$ cat config.mk
export PLATFORM = sky130hd
export DESIGN_NAME = mdu_sequencer_flat
export DESIGN_NICKNAME = d
export VERILOG_FILES = /design/src/rtl/mdu_sequencer_if.sv /design/src/rtl/mdu_sequencer.sv /design/src/flat_wrapper.sv
export SDC_FILE = /design/constraint.sdc
export NUM_CORES = 1
export LEC_CHECK = 0
export ABC_AREA = 1
export CAP_MARGIN = 0
export CELL_PAD_IN_SITES_DETAIL_PLACEMENT = 0
export CELL_PAD_IN_SITES_GLOBAL_PLACEMENT = 1
export CORE_MARGIN = 8
export CORE_UTILIZATION = 45
export DETAILED_ROUTE_END_ITERATION = 16
export PLACE_DENSITY_LB_ADDON = 0.1
export SLEW_MARGIN = 25
export SYNTH_ARGS = -nofsm -noshare
export SYNTH_HDL_FRONTEND = slang
export SYNTH_SLANG_ARGS = --single-unit
$ cat constraint.sdc
create_clock -name clk -period 14.7 [get_ports clk]
set_clock_uncertainty 0.05 [all_clocks]
set_input_delay 2.94 -clock clk [delete_from_list [all_inputs] [get_ports clk]]
set_output_delay 2.94 -clock clk [all_outputs]
set_load 0.005 [all_outputs]
$ cat src/rtl/mdu_sequencer_if.sv
// Decoder <-> multiply unit bundle: multiply/read requests in, stall and HI/LO out.
// Handshake: start is a request that is taken only at an edge where busy=0; while busy=1
// any start or rd_req raises stall in the same cycle and the requester must hold it.
interface mdu_sequencer_if #(
    parameter int WIDTH = 32
);
    logic             start;
    logic             is_signed;
    logic [WIDTH-1:0] a;
    logic [WIDTH-1:0] b;
    logic             rd_req;
    logic             busy;
    logic             stall;
    logic             done;
    logic [WIDTH-1:0] hi;
    logic [WIDTH-1:0] lo;

    modport master (
        output start, is_signed, a, b, rd_req,
        input  busy, stall, done, hi, lo
    );

    modport slave (
        input  start, is_signed, a, b, rd_req,
        output busy, stall, done, hi, lo
    );
endinterface

$ cat src/rtl/mdu_sequencer.sv
// Radix-2 shift-add multiplier owning HI/LO; signs are stripped on entry and
// reapplied in a single FIX cycle so the datapath itself is purely unsigned.
module mdu_sequencer #(
    parameter int WIDTH = 32
) (
    input  logic               clk,
    input  logic               reset,
    mdu_sequencer_if.slave     bus,
    output logic [1:0]         dbg_state
);
    localparam int PW = 2 * WIDTH;
    localparam int CW = (WIDTH > 1) ? $clog2(WIDTH) : 1;
    localparam logic [CW-1:0] LAST = CW'(WIDTH - 1);

    typedef enum logic [1:0] {
        IDLE = 2'd0,
        RUN  = 2'd1,
        FIX  = 2'd2
    } state_t;

    state_t           state;
    logic [CW-1:0]    count;
    logic [WIDTH-1:0] mcand;
    logic [WIDTH-1:0] mplier;
    logic [PW-1:0]    acc;
    logic             neg;
    logic [WIDTH-1:0] hi_r;
    logic [WIDTH-1:0] lo_r;
    logic             done_r;

    logic [WIDTH-1:0] mag_a;
    logic [WIDTH-1:0] mag_b;
    logic [WIDTH:0]   sum;
    logic [PW-1:0]    fixed;

    // The most negative operand negates to itself, which is its correct unsigned magnitude.
    always_comb begin
        mag_a = bus.a;
        mag_b = bus.b;
        if (bus.is_signed && bus.a[WIDTH-1]) mag_a = ~bus.a + WIDTH'(1);
        if (bus.is_signed && bus.b[WIDTH-1]) mag_b = ~bus.b + WIDTH'(1);
    end

    // Extra carry bit keeps the partial sum exact before it is shifted down.
    always_comb begin
        sum = {1'b0, acc[PW-1:WIDTH]};
        if (mplier[0]) sum = {1'b0, acc[PW-1:WIDTH]} + {1'b0, mcand};
    end

    always_comb begin
        fixed = acc;
        if (neg) fixed = ~acc + PW'(1);
    end

    always_ff @(posedge clk or posedge reset) begin
        if (reset) begin
            state  <= IDLE;
            count  <= '0;
            mcand  <= '0;
            mplier <= '0;
            acc    <= '0;
            neg    <= 1'b0;
            hi_r   <= '0;
            lo_r   <= '0;
            done_r <= 1'b0;
        end else begin
            done_r <= 1'b0;
            case (state)
                IDLE: begin
                    if (bus.start) begin
                        mcand  <= mag_a;
                        mplier <= mag_b;
                        neg    <= bus.is_signed & (bus.a[WIDTH-1] ^ bus.b[WIDTH-1]);
                        acc    <= '0;
                        count  <= '0;
                        state  <= RUN;
                    end
                end
                RUN: begin
                    acc    <= {sum, acc[WIDTH-1:1]};
                    mplier <= mplier >> 1;
                    count  <= count + CW'(1);
                    if (count == LAST) state <= FIX;
                end
                FIX: begin
                    hi_r   <= fixed[PW-1:WIDTH];
                    lo_r   <= fixed[WIDTH-1:0];
                    done_r <= 1'b1;
                    state  <= IDLE;
                end
                default: state <= IDLE;
            endcase
        end
    end

    assign bus.busy  = (state != IDLE);
    assign bus.stall = bus.busy & (bus.start | bus.rd_req);
    assign bus.done  = done_r;
    assign bus.hi    = hi_r;
    assign bus.lo    = lo_r;
    assign dbg_state = state;
endmodule

$ cat src/flat_wrapper.sv
// flat-port wrapper written by rule: the top's interface ports become plain ports
module mdu_sequencer_flat 
#(
    parameter int WIDTH = 32
)
  (clk, reset, dbg_state, bus_start, bus_is_signed, bus_a, bus_b, bus_rd_req, bus_busy, bus_stall, bus_done, bus_hi, bus_lo);
  mdu_sequencer_if #(.WIDTH(WIDTH)) bus_i ();
  input  logic clk;
  input  logic reset;
  output logic [1:0] dbg_state;
  input wire logic [$bits(bus_i.start)-1:0] bus_start;
  input wire logic [$bits(bus_i.is_signed)-1:0] bus_is_signed;
  input wire logic [$bits(bus_i.a)-1:0] bus_a;
  input wire logic [$bits(bus_i.b)-1:0] bus_b;
  input wire logic [$bits(bus_i.rd_req)-1:0] bus_rd_req;
  output wire logic [$bits(bus_i.busy)-1:0] bus_busy;
  output wire logic [$bits(bus_i.stall)-1:0] bus_stall;
  output wire logic [$bits(bus_i.done)-1:0] bus_done;
  output wire logic [$bits(bus_i.hi)-1:0] bus_hi;
  output wire logic [$bits(bus_i.lo)-1:0] bus_lo;
  assign bus_i.start = bus_start;
  assign bus_i.is_signed = bus_is_signed;
  assign bus_i.a = bus_a;
  assign bus_i.b = bus_b;
  assign bus_i.rd_req = bus_rd_req;
  assign bus_busy = bus_i.busy;
  assign bus_stall = bus_i.stall;
  assign bus_done = bus_i.done;
  assign bus_hi = bus_i.hi;
  assign bus_lo = bus_i.lo;
  mdu_sequencer #(.WIDTH(WIDTH)) u_core (.clk(clk), .reset(reset), .bus(bus_i), .dbg_state(dbg_state));
endmodule
### After elaboration in Yosys (flattened, before gate mapping)

Index checks and enable logic that the tools add are counted.

| storage, ports and cells | value |
|---|---|
| word-level logic and storage cells | 48 |
| input port bits | 69 |
| bits in registers | 201 |

| operators by class | value |
|---|---|
| muxes and demuxes | 14 |
| add/subtract/negate cells | 5 |
| bitwise logic cells | 7 |
| reduce and logical (&&, ||, !) cells | 8 |
| equality and inequality tests | 5 |

Operator list:

| cell | number |
|---|---|
| two-way mux 64 bit | 2 |
| case mux 64 bit (2 select lines) | 1 |
| two-way mux 32 bit | 3 |
| adder 32 x 1 -> 32 bit (second input constant) | 2 |
| adder 64 x 1 -> 64 bit (second input constant) | 1 |
| NOT 32 bit | 2 |
| NOT 64 bit | 1 |
| case mux 32 bit (2 select lines) | 1 |
| adder 32 x 32 -> 33 bit | 1 |
| two-way mux 33 bit | 1 |
| case mux 5 bit (2 select lines) | 1 |
| AND reduction 2 bit | 3 |
| adder 5 x 1 -> 5 bit (second input constant) | 1 |
| equality test 5 bit (second input constant) | 1 |
| two-way mux 5 bit | 1 |
| two-way mux 2 bit | 2 |
| case mux 2 bit (2 select lines) | 1 |
| nonzero test 2 bit | 2 |
| bitwise AND 1 bit | 2 |
| equality test 2 x 1 -> 1 bit (second input constant) | 1 |
| equality test 2 bit (second input constant) | 1 |
| logical AND 1 bit | 2 |
| logical NOT 2 bit | 1 |
| inequality test 2 x 1 -> 1 bit (second input constant) | 1 |
| 4 further kinds | 4 |

### Depth between registers and ports, before layout

Gate-level depths: netlist (run 1).

| logic depth | value |
|---|---|
| word-level depth | 5 |
| mapped depth | 15 |
| depth with buffers taken out | 15 |

### Least setup slack after synthesis (run 1)

No wires, ideal clock.

| timing path | value |
|---|---|
| kind | input -> output |
| start point | input bus_start |
| end point | output bus_stall |
| stages on the path | 2 |
| required time | 11710 ps |
| arrival time | 3068 ps |
| path buffers | 0 |
| setup slack | 8642 ps |
| cells stage by stage | nor2_1 > nor2_1 |

| between the ends | value |
|---|---|
| word-level cells in the longest chain between the ends | 2 |

RTL lines:

| what | line | text |
|---|---|---|
| from (decl) | flat_wrapper.sv:11 | `input wire logic [$bits(bus_i.start)-1:0] bus_start;` |
| OR 1 bit | mdu_sequencer.sv:97 | `assign bus.stall = bus.busy & (bus.start \| bus.rd_req);` |
| bitwise AND 1 bit | mdu_sequencer.sv:97 |  |
| to (decl) | flat_wrapper.sv:17 | `output wire logic [$bits(bus_i.stall)-1:0] bus_stall;` |

Every way passes these cells.

### Worst setup path after layout (run 1)

Ends and elaborated chain as after synthesis.

==> reports/qor.yml, run 1 <==
finish:
  finalNetCount: 2321
  antenna_cells: 0
  seq_area_mm2: 0.005030
  fillers: 3146
  drive_gt1_share_pct: 5.379
  multi_input_area_mm2: 0.007699
  most-common-layout-cells: "nand2_1 (673), inv_1 (254), dfrtp_1 (201)"
  syn_to_final_growth_pct: 17.28
  final_common_cell: "nand2_1"
clock_tree:
  post_cts_resized: 0
  cts_root_buf: "clkbuf_16"
  clkLatencyLatePin_ps: 540
  hold_buffers: 0
  cts.htree.levels: 1
  cts.sinks: 201
  postCtsSetupRepairBufs: 0
  tritoncts: "done"
  clkTransAtPathRegs_ps: 50
  cts_max_path_buffers: 3
  cts_buffers: 25
synth:
  synthesis.area_mm2: 0.01403
  ys_async_sr_fraction_pct: 100.0
  ys_types: 42
  yosys_register_bits: 201
  yosysTopAreaCell: "dfrtp_1"
  avgSynthCellArea_um2: 6.660
  yosysWarnings: 0
  synth_ff_type: "dfrtp_1"
  synth_nets: 2214
  synth_top_area_share_pct: 35.84
  ys_top_cells_by_area: "dfrtp_1 (36%), nand2_1 (18%), inv_1 (6.8%)"
  synth_edf_count: 0
  synth-seq-area-share_pct: 35.84
  netlist_instances: 2107
floorplanning:
  dieArea_mm2: 0.03709
  initial_core_util_pct: 45.76
  rows: 64
  core_area_mm2: 0.03067
  die_w_um: 192.6
  die_h_um: 192.6
  io_pins: 138
grt:
  grt_util_all_layers_pct: 22.97
  grt_pass1_wl_mm: 69.57
  grt_pass1_vias: 13250
  grt_max_degree: 133
  antenna_found_initial: 0
  grt.overflow.total: 0
sta:
  finalCritPeriodShare_pct: 47.92
  hold_violations: 0
  period_minus_slack_ps: 7044
  worst_pin_slew_ps: 1026
  setup_tns_ps: 0
  rsz0062_at_grt: "no"
  setup_viol: 0
  max_freq_mhz: 142.0
  slew_violations: 0
  slew_headroom_pct: 31.20
  hold-worst-slack_ps: 429.5
detailed_routing:
  dr.pass1.iters: 5
  vias: 13580
  ant_nets: 0
  wl_mm: 41.98
  drt_iter0_markers: 833
  remaining_drc_errors: 0
  wl_per_cell_um: 15.98
  via_per_inst: 5.169
worst_setup_path:
  crit_fanout: 2
  critPathRequiredTime_ps: 11710
  critPathKind: "input pin to primary output"
  crit_arrival_ps: 4050
  cp-start-kind: "input pin"
  critPathCaptureType: "primary output"
power_and_ir_drop:
  power_density_mw_per_mm2: 227.4
  p_leak_nw: 8.190
  vdd_ir_drop_max_mv: 0.09326
  power_mw: 3.742
flow_run:
  cap_viol_max_count: 0
status:
  status: "complete, no violations"
place:
  portBuffers: 137
  hpwl_mm: 32.29
  place.gp.congestion: 0.9086
min_path:
  min_path_type: "flop to flop"
critical path: stages:
cell,delay [ps]
clkdlybuf4s50_1,480
nor2_1,50
nor2_1,80
clkdlybuf4s50_1,500
path summary, 6_finish.rpt:
path / end / start / cells past startpoint / slack (ps)
setup reg to reg: u_core.bus.hi[2]$_DFFE_PP0P_ / u_core.neg$_DFFE_PP0P_ / 10 / 11520
setup / recovery: bus_stall / bus_start / 4 / 7660
hold reg to reg: u_core.bus.lo[22]$_DFFE_PP0P_ / u_core.bus.lo[22]$_DFFE_PP0P_ / 2 / 430
hold / removal: u_core.bus.lo[22]$_DFFE_PP0P_ / u_core.bus.lo[22]$_DFFE_PP0P_ / 2 / 430
min in group asynchronous: u_core.dbg_state[0]$_DFFE_PP0P_ / reset / 2 / 2950
max in group asynchronous: u_core.mcand[17]$_DFFE_PP0P_ / reset / 3 / 10200
sequential cells by signal (all words and copies together), names as in the netlist:
register	flops
u_core.bus.lo	32
u_core.count	5
u_core.mplier	32
u_core.bus.hi	32
u_core.neg	1
u_core.mcand	32
u_core.dbg_state	2
u_core.bus.done	1
u_core.acc	64
metal layers:
metal / routed length [um] / global-route usage [%] / share of wire, %
met1: 21220 / 33.77 / 51
met2: 17770 / 35.11 / 42
met3: 1957 / 2.891 / 4.7
met4: 1033 / 5.846 / 2.5
met5: 0 / 0 / 0
per-stage QoR:
step | utilization, % | instances | setup slack, ps | area (um2)
final | 53.66 | 2627 | 7656 | 16460
after CTS | 53.66 | 2627 | 7657 | 16460
after global placement | 51.17 | 2583 | 7646 | 15700
after global routing | 53.66 | 2627 | 7603 | 16460
after floorplan | - | 2107 | 6228 | 14030
after detailed placement | 51.18 | 2583 | 7657 | 15700
kinds of logic after synthesis:
logic type	synth area share (%)
AOI/OAI and AO/OA	12.17
buffers and inverters	9.353
xor gates and xnor gates	3.807
DFF	35.84
and+or+nand+nor	35.39
adders and majority gates	3.441
area by class of cell:
| class | count | area share, % |
|---|---|---|
| multi-input cells | 1566 | 46.78 |
| flip-flops and latches | 201 | 30.56 |
| repair buffers | 145 | 8.697 |
| inverters | 275 | 6.340 |
| clock buffers | 35 | 4.151 |
| well taps | 396 | 3.010 |
| clock inverters | 9 | 0.4637 |
power breakdown:
part	total (mW)	internal, mW	switching, mW
combinational	2.14	0.779	1.36
sequential	1.04	0.798	0.238
clock	0.567	0.327	0.240
cells in the mapped netlist (2+ instances only):
cell / n
ha_1: 37
nand3b_1: 2
a22o_1: 2
clkinv_1: 3
and2_1: 3
xnor2_1: 5
nand2_2: 13
nor3_2: 2
nand3_2: 8
clkbuf_1: 30
nor3_1: 19
nand2_1: 674
o211ai_1: 6
dfrtp_1: 201
o21ai_1: 27
a21oi_1: 78
a22oi_1: 28
xor2_1: 56
o21bai_1: 3
o21ai_0: 109
o22ai_1: 44
nor2_1: 190
a21o_1: 2
nor4_1: 3
buf_1: 6
inv_1: 255
nor2_2: 17
nor2_4: 12
nand4_1: 28
a31oi_1: 2
or2_2: 2
inv_2: 17
o31ai_1: 4
nand3_1: 183
buf_2: 29
(Power assumes the default switching activity.)
==> run 2: changes to the inputs <==
CORE_UTILIZATION = 38   (was 45)
clock period = 6.3 ns   (was 14.7 ns; I/O delays follow)
==> run 2 against run 1 <==
  * Non-clock buffer count grew 3
  * Global-route usage shrank 3.0 points
  * Register-to-register slack lost 8000 ps
  * Final area grew 1.6%
  * Worst hold slack is essentially flat
  * Setup slack lost 5000 ps
  * Utilization shrank 7.9 points
  * Wire length grew 4.1%
  * Sequential power grew 130%
  * First-iteration DRC count shrank 3.7%
  * Via count shrank 0.46%
==> reports/qor.yml, run 2 (synthesis results as in run 1) <==
finish:
  top_register: "u_core.acc"
  largest_reg_flops: 64  # unchanged
  design_area_mm2: 0.01671  # +1.6%
  finalNetCount: 2323  # +0.086%
  syn_to_final_growth_pct: 19.11
  most-common-layout-cells: "nand2_1 (673), inv_1 (254), dfrtp_1 (200)"
  instances_no_fill: 2702  # +2.9%
  drive_gt1_share_pct: 5.909  # +0.53 points
  antenna_cells: 0  # unchanged
  final_common_cell: "nand2_1"
  final_util_pct: 45.77  # -7.9 points
power_and_ir_drop:
  p_leak_nw: 8.269  # +0.97%
  power_density_mw_per_mm2: 537.3  # +140%
  vdd_ir_drop_max_mv: 0.2212  # +140%
  power_mw: 8.982  # +140%
grt:
  grt_max_degree: 138  # +3.8%
  grt_pass1_vias: 13360  # +0.90%
  grt_pass1_wl_mm: 71.77  # +3.2%
  grt.overflow.total: 0  # unchanged
  grt_util_all_layers_pct: 19.95  # -3.0 points
  antenna_found_initial: 0  # unchanged
sta:
  slew_headroom_pct: 34.93  # +3.7 points
  max_freq_mhz: 271.2
  setup_tns_ps: 0  # unchanged
  worst_pin_slew_ps: 976.1  # -49.53 ps
  finalCritPeriodShare_pct: 58.54
  period_minus_slack_ps: 3688
  hold-worst-slack_ps: 429.5  # -0.02900 ps
  slew_violations: 0  # unchanged
  finalWorstSetupSlack_ps: 2612  # -5044 ps
  setup_viol: 0  # unchanged
  rsz0062_at_grt: "no"
  hold_violations: 0  # unchanged
floorplanning:
  dieArea_mm2: 0.04333  # +17%
  io_pins: 138  # unchanged
  die_h_um: 208.2  # +8.1%
  core_area_mm2: 0.03652  # +19%
  die_w_um: 208.2  # +8.1%
  initial_core_util_pct: 38.42  # -7.3 points
  rows: 70  # +9.4%
detailed_routing:
  wl_per_cell_um: 16.17  # +1.2%
  remaining_drc_errors: 0  # unchanged
  vias: 13520  # -0.46%
  wl_mm: 43.70  # +4.1%
  drt_iter0_markers: 802  # -3.7%
  ant_nets: 0  # unchanged
  via_per_inst: 5.002  # -3.2%
  dr.pass1.iters: 5  # unchanged
worst_setup_path:
  crit_arrival_ps: 2380  # -1670 ps
  cp-start-kind: "input pin"
  r2r_setup_slack_ps: 3540  # -7980 ps
  critPathKind: "input pin to primary output"
  critPathRequiredTime_ps: 4990  # -6720 ps
  crit_fanout: 2  # unchanged
  critPathCaptureType: "primary output"
clock_tree:
  tritoncts: "done"
  cts_buffers: 24  # -4.0%
  clkTransAtPathRegs_ps: 60  # about the same
  postCtsSetupRepairBufs: 0  # unchanged
  clkLatencyLatePin_ps: 540  # about the same
  cts_max_path_buffers: 3  # unchanged
  cts_root_buf: "clkbuf_16"
  cts.htree.levels: 1  # unchanged
  post_cts_resized: 0  # unchanged
  hold_buffers: 0  # unchanged
  cts.sinks: 201  # unchanged
place:
  portBuffers: 137  # unchanged
  placed_area_mm2: 0.01582  # +0.77%
  dp_cells: 2658  # +2.9%
  pre_cts_ws_ps: 2535  # -5122 ps
  hpwl_mm: 33.67  # +4.2%
  place.gp.congestion: 0.8831  # -2.8%
flow_run:
  cap_viol_max_count: 0  # unchanged
status:
  status: "complete, no violations"
min_path:
  min_path_type: "flop to flop"
## run 2: worst paths after layout
path	start	end	cells after the start
min in group asynchronous	reset	u_core.dbg_state[0]$_DFFE_PP0P_	3
setup reg to reg	u_core.acc[32]$_DFFE_PP0P_	u_core.acc[51]$_DFFE_PP0P_	13
max in group asynchronous	reset	u_core.acc[46]$_DFFE_PP0P_	3
setup / recovery	bus_start	bus_stall	4
hold / removal	u_core.bus.hi[25]$_DFFE_PP0P_	u_core.bus.hi[25]$_DFFE_PP0P_	2
hold reg to reg	u_core.bus.hi[25]$_DFFE_PP0P_	u_core.bus.hi[25]$_DFFE_PP0P_	2
## run 2: layout make-up
| class | instances | area [um2] |
|---|---|---|
| multi-input cells | 1566 | 7699 |
| well taps | 468 | 585.6 |
| repair buffers | 148 | 1466 |
| fillers | 3916 | 19810 |
| flip-flops and latches | 201 | 5031 |
| clock buffers | 27 | 631.9 |
| inverters | 275 | 1036 |
| clock inverters | 17 | 265.3 |
## run 2: where the power goes
part	internal, mW	switching (mW)
registers	1.86	0.563
logic	1.81	3.20
clock network	0.943	0.603
total	4.62	4.36
## run 2: metal layers
layer / global-route usage [%] / vias up / part of all wire [%]
met1: 28.89 / 6196 / 51
met3: 2.510 / 51 / 3.7
met4: 4.674 / 0 / 1.9
li1: - / 7016 / -
met2: 31.28 / 252 / 43
met5: 0 / - / 0
## run 2: critical path, stage by stage
cell and delay [ps]:
clkdlybuf4s50_1 480, nor2_1 50, nor2_1 80, clkdlybuf4s50_1 500
==> run 3: changes to the inputs <==
CORE_UTILIZATION = 42   (was 38)
clock period = 3.4 ns   (was 6.3 ns; I/O delays follow)
==> run 3 against run 2 <==
  * Cell count shrank 0.52%
  * Non-clock buffer count grew 6
  * Global-route usage grew 1.9 points
  * Worst hold slack lost 4.0 ps
  * Critical path depth grew 9
  * Wire length shrank 2.4%
  * Sequential share of layout area grew 0.079 points
  * Register-to-register slack lost 2700 ps
  * Largest cell class unchanged
  * Highest routed layer unchanged
==> reports/qor.yml, run 3 (synthesis results as in run 1) <==
status:
  status: "complete, no violations"
sta:
  slew_headroom_pct: 38.70  # +3.8 points
  finalWorstSetupSlack_ps: 834.8  # -1777 ps
  slew_violations: 0  # unchanged
  setup_tns_ps: 0  # unchanged
  setup_viol: 0  # unchanged
  finalCritPeriodShare_pct: 75.45
  max_freq_mhz: 389.8
  period_minus_slack_ps: 2565
  hold_violations: 0  # unchanged
  worst_pin_slew_ps: 918.2  # -57.91 ps
  rsz0062_at_grt: "no"
grt:
  grt_max_degree: 130  # -5.8%
  grt_util_all_layers_pct: 21.87  # +1.9 points
  grt_pass1_wl_mm: 70.14  # -2.3%
  grt.overflow.total: 0  # unchanged
  grt_pass1_vias: 13290  # -0.58%
  antenna_found_initial: 0  # unchanged
power_and_ir_drop:
  power_mw: 16.38  # +82%
  swShare_pct: 48.80  # +0.23 points
  p_leak_nw: 8.267  # about the same
  clkPwrFrac_pct: 15.6  # -1.6 points
  p_int_mw: 8.386  # +82%
  seq_power_share_pct: 27.6  # +0.6 points
  vdd_ir_drop_max_mv: 0.4809  # +120%
  p_switching_mw: 7.994  # +83%
  power_density_mw_per_mm2: 982.5  # +83%
  pwr-share-comb_pct: 56.9  # +1.1 points
place:
  place.gp.congestion: 0.8765  # -0.75%
  portBuffers: 137  # unchanged
  placed_area_mm2: 0.01588  # +0.36%
  hpwl_mm: 33.33  # -1.0%
  dp_cells: 2644  # -0.53%
  pre_cts_ws_ps: 763.6  # -1771 ps
finish:
  drive_gt1_share_pct: 5.893  # -0.016 points
  most-common-layout-cells: "nand2_1 (673), inv_1 (254), dfrtp_1 (200)"
  largest_reg_flops: 64  # unchanged
  top_register: "u_core.acc"
  instances_no_fill: 2688  # -0.52%
  final_common_cell: "nand2_1"
  finalNetCount: 2329  # +0.26%
  antenna_cells: 0  # unchanged
  multi_input_area_mm2: 0.007699  # unchanged
  syn_to_final_growth_pct: 18.79
  design_area_mm2: 0.01667  # -0.26%
  fillers: 3455  # -12%
  seq_area_mm2: 0.005031  # unchanged
floorplanning:
  initial_core_util_pct: 42.27  # +3.8 points
  dieArea_mm2: 0.03952  # -8.8%
  rows: 67  # -4.3%
  die_h_um: 198.8  # -4.5%
  core_area_mm2: 0.03320  # -9.1%
  io_pins: 138  # unchanged
  die_w_um: 198.8  # -4.5%
worst_setup_path:
  critPathKind: "flop to flop"
  r2r_setup_slack_ps: 830  # -2710 ps
  crit_fanout: 6  # +4
  cpMaxStageDelayCell: "dfrtp_1"
  crit_arrival_ps: 2920  # +540 ps
  cp-start-kind: "flop"
  slowest_delay_ps: 520  # +20 ps
  cpMostUsedCell: "nand2_1"
  cp_cell_sequence: "ha_1, inv_1, fa_1, inv_1, nand2_1, nand3_1, nand2_1, nand2_1, nand2_1, nand3_1, nand3_1, nand2_1, nand2_1"
  critPathRequiredTime_ps: 3760  # -1230 ps
  critPathCaptureType: "flop"
clock_tree:
  postCtsSetupRepairBufs: 0  # unchanged
  clkLatencyLatePin_ps: 530  # about the same
  cts_buffers: 24  # unchanged
  cts_root_buf: "clkbuf_16"
  clkTransAtPathRegs_ps: 60  # about the same
  cts.htree.levels: 1  # unchanged
  hold_buffers: 0  # unchanged
  cts.sinks: 201  # unchanged
  post_cts_resized: 0  # unchanged
  tritoncts: "done"
  cts_max_path_buffers: 3  # unchanged
min_path:
  min_path_type: "flop to flop"
flow_run:
  cap_viol_max_count: 0  # unchanged
detailed_routing:
  wl_per_cell_um: 15.86  # -1.9%
  via_per_inst: 5.019  # +0.33%
  ant_nets: 0  # unchanged
  wl_mm: 42.64  # -2.4%
  dr.pass1.iters: 5  # unchanged
  remaining_drc_errors: 0  # unchanged
  drt_iter0_markers: 835  # +4.1%
  vias: 13490  # -0.18%
[run 3: cell types whose count changed in the layout (fill, tap and decap cells not counted), sizes merged]
cell    before  now
clkbuf      27   37
buf         11   17
bufinv       5    1
clkinv      10    7
inv        274  271
[run 3: path summary, 6_finish.rpt]
path	from	endpoint	cells after the start
min in group asynchronous	reset	u_core.mplier[2]$_DFFE_PP0P_	3
hold reg to reg	u_core.bus.hi[28]$_DFFE_PP0P_	u_core.bus.hi[28]$_DFFE_PP0P_	2
max in group asynchronous	reset	u_core.bus.hi[26]$_DFFE_PP0P_	3
setup reg to reg	u_core.acc[32]$_DFFE_PP0P_	u_core.acc[61]$_DFFE_PP0P_	13
hold / removal	u_core.bus.hi[28]$_DFFE_PP0P_	u_core.bus.hi[28]$_DFFE_PP0P_	2
setup / recovery	u_core.acc[32]$_DFFE_PP0P_	u_core.acc[61]$_DFFE_PP0P_	13
[run 3: critical path: cells and delay by family (launching register included)]
family / cells / cell delay (ps)
and+or+nand+nor: 9 / 960
buffers and inverters: 2 / 210
DFF: 1 / 520
adders and majority gates: 2 / 690
[run 3: per-layer routing]
metal | vias to the layer above | track usage (%) | part of all wire, %
li1 | 7023 | - | -
met1 | 6129 | 31.71 | 50
met2 | 291 | 34.81 | 44
met3 | 47 | 2.199 | 4.6
met4 | 0 | 4.886 | 1.9
met5 | - | 0 | 0
[run 3: power by group through the flow]
stage | logic (mW) | registers [mW] | clock network (mW)
global route | 10.6 | 4.64 | 2.70
finish | 9.31 | 4.51 | 2.55
CTS | 9.32 | 4.49 | 2.62
floorplan | 6.62 | 4.14 | 0
detailed placement | 9.28 | 4.53 | 0
global placement | 9.18 | 4.51 | 0
[run 3: layout make-up]
cell class / instances / area share, %
clock inverter: 7 / 0.4578
tap: 448 / 3.362
multi-input combinational: 1566 / 46.18
clock buffer: 37 / 4.316
sequential: 201 / 30.18
inverter: 275 / 6.214
timing repair buffer: 154 / 9.292
[run 3: metrics by stage]
step	hold slack (ps)	utilization, %
2_1_floorplan	399.8	-
3_3_place_gp	412.8	47.82
3_5_place_dp	416.2	47.82
4_1_cts	431.2	50.22
5_1_grt	447.0	50.22
6_report	425.5	50.22
